## config.mk

```make
export PLATFORM = sky130hd
export DESIGN_NAME = dmem_arbiter
export DESIGN_NICKNAME = d
export VERILOG_FILES = /design/src/rtl/dmem_arbiter.sv
export SDC_FILE = /design/constraint.sdc
export NUM_CORES = 1
export LEC_CHECK = 0
export CAP_MARGIN = 0
export CORE_AREA = 3 3 115 117
export DETAILED_ROUTE_END_ITERATION = 10
export DIE_AREA = 0 0 118 120
export GPL_ROUTABILITY_DRIVEN = 0
export SYNTH_ARGS = -nofsm -noshare
export SYNTH_HDL_FRONTEND = slang
export SYNTH_SLANG_ARGS = --single-unit
```

## constraint.sdc

```tcl
create_clock -name clk -period 2.6 [get_ports clk]
set_input_delay 0.52 -clock clk [delete_from_list [all_inputs] [get_ports clk]]
set_output_delay 0.52 -clock clk [all_outputs]
set_load 0.01 [all_outputs]
```

## src/rtl/dmem_arbiter.sv

```systemverilog
// Data-memory arbiter: round-robin sharing of one single-port RAM between the CPU
// and a DMA/debug loader, with bounded DMA burst locking and address guarding.
module dmem_arbiter #(
  parameter int unsigned MAX_BURST = 8,
  parameter int unsigned ADDR_HI   = 6
) (
  input  logic        clk,
  input  logic        rst,
  input  logic        cpu_req,
  input  logic        cpu_we,
  input  logic [31:0] cpu_addr,
  input  logic [31:0] cpu_wdata,
  output logic [31:0] cpu_rdata,
  output logic        cpu_stall,
  input  logic        dma_req,
  input  logic        dma_we,
  input  logic        dma_lock,
  input  logic [31:0] dma_addr,
  input  logic [31:0] dma_wdata,
  output logic [31:0] dma_rdata,
  output logic        dma_ack,
  output logic        addr_err,
  output logic [31:0] ram_addr,
  output logic [31:0] ram_wdata,
  output logic        ram_we,
  input  logic [31:0] ram_rdata
);

  typedef enum logic [1:0] {IDLE, DMA_LOCK, CPU_SLOT} state_t;

  localparam logic [7:0] MAX_B = 8'(MAX_BURST);

  state_t      state, state_nx;
  logic        rr_last, rr_last_nx;   // 1: DMA won the last granted cycle
  logic [7:0]  burst_cnt, burst_nx;
  logic        cpu_grant, dma_grant, granted;
  logic [31:0] win_addr, win_wdata, win_rdata;
  logic        win_we, win_ok;

  function automatic logic addr_check(input logic [31:0] a);
    return (a[1:0] == 2'b00) && (a[31:ADDR_HI+1] == '0);
  endfunction

  always_ff @(posedge clk) begin
    if (rst) begin
      state     <= IDLE;
      rr_last   <= 1'b1;
      burst_cnt <= '0;
      addr_err  <= 1'b0;
    end else begin
      state     <= state_nx;
      rr_last   <= rr_last_nx;
      burst_cnt <= burst_nx;
      addr_err  <= granted & ~win_ok;
    end
  end

  // Grants are forced low in reset so nothing is acked or written in that cycle.
  always_comb begin
    cpu_grant = 1'b0;
    dma_grant = 1'b0;
    state_nx  = state;
    burst_nx  = burst_cnt;
    if (!rst) begin
      unique case (state)
        IDLE: begin
          if (cpu_req && dma_req) begin
            cpu_grant = rr_last;
            dma_grant = ~rr_last;
          end else begin
            cpu_grant = cpu_req;
            dma_grant = dma_req;
          end
          if (dma_grant && dma_lock) begin
            state_nx = DMA_LOCK;
            burst_nx = 8'd1;
          end
        end
        DMA_LOCK: begin
          dma_grant = dma_req;
          if (dma_grant) begin
            burst_nx = (burst_cnt >= MAX_B) ? MAX_B : burst_cnt + 8'd1;
            if (!dma_lock)
              state_nx = IDLE;
            else if ((burst_nx >= MAX_B) && cpu_req)
              state_nx = CPU_SLOT;
          end else if ((burst_cnt >= MAX_B) && cpu_req) begin
            state_nx = CPU_SLOT;
          end
        end
        CPU_SLOT: begin
          cpu_grant = cpu_req;
          if (dma_lock) begin
            state_nx = DMA_LOCK;
            burst_nx = '0;
          end else begin
            state_nx = IDLE;
          end
        end
        default: state_nx = IDLE;
      endcase
    end
  end

  always_comb begin
    rr_last_nx = rr_last;
    if (cpu_grant)
      rr_last_nx = 1'b0;
    else if (dma_grant)
      rr_last_nx = 1'b1;
  end

  always_comb begin
    granted   = cpu_grant | dma_grant;
    win_addr  = dma_grant ? dma_addr  : cpu_addr;
    win_wdata = dma_grant ? dma_wdata : cpu_wdata;
    win_we    = dma_grant ? dma_we    : cpu_we;
    win_ok    = addr_check(win_addr);

    ram_addr  = '0;
    ram_wdata = '0;
    ram_we    = 1'b0;
    if (granted) begin
      ram_addr[ADDR_HI:2] = win_addr[ADDR_HI:2];
      ram_wdata           = win_wdata;
      ram_we              = win_we & win_ok;
    end

    win_rdata = win_ok ? ram_rdata : '0;
    cpu_rdata = cpu_grant ? win_rdata : '0;
    dma_rdata = dma_grant ? win_rdata : '0;
  end

  assign cpu_stall = cpu_req & ~cpu_grant & ~rst;
  assign dma_ack   = dma_grant;

endmodule

```

; Word-level counts from Yosys, hierarchy flattened
; Index checks and enable logic that the tools add are counted.
[totals]
register_bits = 12
output_inout_bits = 132
wordCells = 66
[op_classes]
add_sub_neg = 1
n_lt_le_gt_ge = 2
eq_ne = 7
n_mux = 31
n_bitwise = 9
n_reduce_logical = 12
[op_table]
columns = op, count
row1 = two-way mux 32 bit, 6
row2 = two-way mux 8 bit, 4
row3 = logical NOT 25 bit, 1
row4 = one-hot mux 8 bit (3 select lines), 1
row5 = ">= comparator 8 x 4 -> 1 bit, second input constant", 2
row6 = two-way mux 1 bit, 11
row7 = two-way mux 2 bit, 5
row8 = "adder 8 x 1 -> 8 bit, second input constant", 1
row9 = "inequality test 2 bit, second input constant", 3
row10 = one-hot mux 2 bit (3 select lines), 1
row11 = logical AND 1 bit, 5
row12 = two-way mux 5 bit, 1
row13 = AND 1 bit, 4
row14 = logical NOT 2 bit, 2
row15 = "inequality test 4 bit, second input constant", 1
row16 = NOT 1 bit, 4
row17 = one-hot mux 1 bit (2 select lines), 2
row18 = AND reduction 4 bit, 1
row19 = "inequality test 3 bit, second input constant", 1
row20 = AND reduction 3 bit, 1
row21 = nonzero test 3 bit, 1
row22 = "== test 2 x 1 -> 1 bit, second input constant", 1
row23 = "== test 2 bit, second input constant", 1
row24 = nonzero test 2 bit, 1
row25 = bitwise OR 1 bit, 1

; Depth between registers and ports, before layout
[logic_depth]
word_depth = 11
depth_mapped = 9

; Worst setup path before layout
; OpenSTA, ideal clock, no wires.
[synth_timing]
path_type = flip-flop to output port
start = reg state[0]
end = out ram_addr[2]
arrival_ns = 1.945
t_required_ns = 2.080
slack_ns = 0.135
stages_incl_launch_ff = 10
n_path_buf = 3
path_cell_list = dfxtp_1 inv_1 ha_1 a21boi_0 o21ai_0 and2_0 clkbuf_1 buf_2 buf_2 a22o_1
[synth_via]
elab_chain_len = 5
elab_cells_between_ends = 10
cone_classes = eq/ne (2) / mux (6) / bitwise (1) / reduce/logical (1)
[synth_rtl]
columns = item, line_no
row1 = "start, declared", 33  ; state_t state, state_nx;
row2 = "start signal, assigned", 51  ; state <= state_nx;
row3 = == test 2 x 1 -> 1 bit (tied with other cells), 65  ; unique case (state)
row4 = one-hot mux 1 bit (2 select lines), 65
row5 = two-way mux 1 bit, 64  ; if (!rst) begin
row6 = two-way mux 32 bit / bitwise OR 1 bit (equally long branches), "115, 114"
row7 = two-way mux 5 bit *, 123  ; if (granted) begin
row8 = "end, declared", 23  ; output logic [31:0] ram_addr,
; Every way passes the cells marked *; elsewhere a longest branch is shown, timed or not.

; Final worst setup path
[layout_timing]
start = in dma_addr[14]
end = out cpu_rdata[29]
[layout_via]
elab_chain_len = 5
[layout_rtl]
columns = item, line_no
row1 = "start, declared", 18  ; input logic [31:0] dma_addr,
row2 = two-way mux 32 bit, 115  ; win_addr = dma_grant ? dma_addr : cpu_addr;
row3 = logical NOT 25 bit, 41  ; return (a[1:0] == 2'b00) && (a[31:ADDR_HI+1] == '0);
row4 = logical AND 1 bit, 41
row5 = two-way mux 32 bit, 129  ; win_rdata = win_ok ? ram_rdata : '0;
row6 = two-way mux 32 bit, 130  ; cpu_rdata = cpu_grant ? win_rdata : '0;
row7 = "end, declared", 13  ; output logic [31:0] cpu_rdata,
; Every way passes these cells.

==> impl_metrics.tcl <==
set metrics [dict create \
    syn2layout_area_growth_pct 175.3 \
    ant_nets 0 \
    cp-start-kind "primary input" \
    worstSetupEndpointType "output pin" \
    synth_top_area_share_pct 17.36 \
    port_buffers 271 \
    std_cell_rows 41 \
    rsz0062_at_grt "yes" \
    viasPerCell 4.110 \
    syn_avg_cell_area_um2 7.350 \
    htree_levels 1 \
    drt_pass1_iterations 4 \
    vdd_drop_max_v 0.0001728 \
    synth_edf_count 0 \
    syn_area_mm2 0.001867 \
    layout.nets 732 \
    hold_viol 0 \
    cts_tree "built" \
    fp.dieW_um 118 \
    drive_gt1_share_pct 40.39 \
    status "finished, violations left" \
    setup_viol 35 \
    min_path_cells 1 \
    finalCritPeriodShare_pct 105.7 \
    final_core_util_pct 41.23 \
    critical_path_peak_fanout 6 \
    synth_flop_cell "dfxtp_1" \
    ioPinCount 299 \
    dieArea_mm2 0.01416 \
    cts.sinks 12 \
    cts.path.max_buffers 2 \
    synth.distinct_cells 40 \
    drt_iter0_markers 60 \
    path_cells "buf_6 -> nor4_4 -> nand4_1 -> nor3_4 -> buf_6 -> a22oi_2 -> buf_4 -> buf_6 -> buf_12 -> nor2b_1 -> buf_2" \
    die_y_um 120 \
    crit_type "in2out" \
    num_vias 2996 \
    cts_made_buffers 3 \
    min_to "burst_cnt[7]$_SDFFE_PP0P_" \
    clock_latency_ns 0.25 \
    r2r_start "state[0]$_SDFFE_PP0P_" \
    worst_path_most_repeated_cell "buf_6" \
    grt.total_usage_pct 14.98 \
    min_period_ns 2.747 \
    yosysSeqAreaShare_pct 12.87 \
    grt-ovfl-total 0 \
    ys_ff_latch 12 \
    crit_arrival_ns 2.23 \
    final_cell_mix "clkdlybuf4s50_1 (118), buf_2 (69), buf_6 (45)" \
    synthArstFlopShare_pct 0 \
    cts_root_buffer "clkbuf_16" \
    post-place-ws_ns -0.7703 \
    cp.required_ns 2.08 \
    r2r_cells 7 \
    wl_per_cell_um 16.38 \
    slew_violations 0 \
    p_per_area_mw_per_mm2 361.7 \
    postSynthCellCount 254 \
    min_from "burst_cnt[7]$_SDFFE_PP0P_" \
    clkTransAtPathRegs_ns 0.04 \
    crit_buf_inv 6 \
    synth_area_leader_cell "a22o_1" \
    violations "negative setup slack" \
    antenna_found_initial 0 \
    crit_path_max_incr_delay_ns 0.27 \
    start_util_pct 14.98 \
    r2r_slack_ns 0.74 \
    drt_wl_total_mm 11.94 \
    holdCritPathClass "reg2reg" \
    drv_cap 0 \
    crit_slowest_cell "nor4_4" \
    p_leak_nw 2.406 \
    diodes 0 \
    synth_warnings 0 \
    route.detailed.drc 0 \
    grt_max_degree 38 \
    yosys-top-cells-area "a22o_1 (17%), dfxtp_1 (13%), and2_1 (12%)" \
    rr_endpoint "state[0]$_SDFFE_PP0P_" \
    setup_ws_ns -0.1469 \
    grt_pass1_vias 3087 \
    fmax_ghz 0.3640 \
    final.setup_skew_ns 0.002288 \
    crit_family "simple AND/OR/NAND/NOR gates" \
    place_hpwl_mm 9.319 \
    grt_pass1_wl_mm 16.93 \
    core-area_mm2 0.01247 \
    layout_commonest_cell "clkdlybuf4s50_1" \
]
-- how the worst max path moves through the flow --
stage,start,endpoint,cells after the start
after floorplan,state[0]$_SDFFE_PP0P_,ram_addr[2],9
after global placement,dma_addr[13],cpu_rdata[0],8
after detailed placement,dma_addr[13],cpu_rdata[0],8
after CTS,state[1]$_SDFFE_PP0P_,cpu_rdata[20],11
after global routing,dma_addr[17],cpu_rdata[29],11
final,dma_addr[14],cpu_rdata[29],11
-- flip-flops by register name (all words and copies together), names as in the netlist --
signal and count:
burst_cnt 8, state 2, addr_err 1, rr_last 1
-- what timing repair did --
item                       in CTS  in global routing
pin swaps                      27                 26
hold buffers                    0                  0
gates resized for setup       491                124
setup endpoints to repair     103                 97
gates cloned                    9                  0
hold endpoints to repair        0                  0
buffers inserted               18                  7
-- routing by layer --
| layer | wire length, um | GRT usage [%] | vias to the layer above | share of wire, % |
|---|---|---|---|---|
| met5 | 0 | 0 | - | 0 |
| met1 | 4604 | 16.94 | 1374 | 39 |
| met3 | 828 | 3.582 | 11 | 6.9 |
| met4 | 116 | 3.004 | 0 | 0.97 |
| met2 | 6393 | 28.53 | 158 | 54 |
| li1 | - | - | 1453 | - |
-- Yosys cell counts (2+ instances only) --
cell,instances
a21oi_1,7
a211oi_1,2
nor3_1,2
nand2_1,6
and2_0,2
buf_1,2
nor2_1,8
a21oi_2,2
nor2b_1,34
nand4_1,3
nand2b_1,3
nand3_1,4
a22o_1,37
clkbuf_1,10
dfxtp_1,12
or3_1,2
nor4_1,12
buf_2,6
ha_1,7
o21ai_0,6
inv_1,7
buf_4,27
and2_1,36
-- final cells by class --
class	instances	area, um^2
clock buffer	4	88.84
fill	1273	7326
timing repair buffer	318	2846
tap	172	215.2
multi-input combinational	216	1715
sequential	12	245.2
inverter	7	28.78
-- report_power, final --
group / leakage (nW) / total, W / switching [W] / internal (W)
clock: 0.0442 / 0.000326 / 0.0000923 / 0.000233
combinational: 2.26 / 0.00129 / 0.000570 / 0.000722
sequential: 0.0988 / 0.000241 / 0.0000265 / 0.000215
-- kinds of logic after synthesis --
kind of cell | synth area share (%)
AOI/OAI and AO/OA | 26.74
adders and majority gates | 4.691
buffers and inverters | 16.29
DFF | 12.87
muxes | 1.139
other | 0.2009
and+or+nand+nor | 38.07
-- per-stage QoR --
step,area [um^2],hold slack (ns),setup TNS (ns),power [W],std cells
finish,5140,0.4631,-2.635,0.001859,729
global route,5140,0.5022,-5.387,0.001973,729
CTS,5027,0.4663,-3.661,0.001892,727
detailed placement,4811,0.4554,-68.09,0.001486,699
global placement,4811,0.4489,-71.61,0.001468,699
floorplan,1964,0.4308,0,0.0007896,280
(Power assumes the default switching activity.)
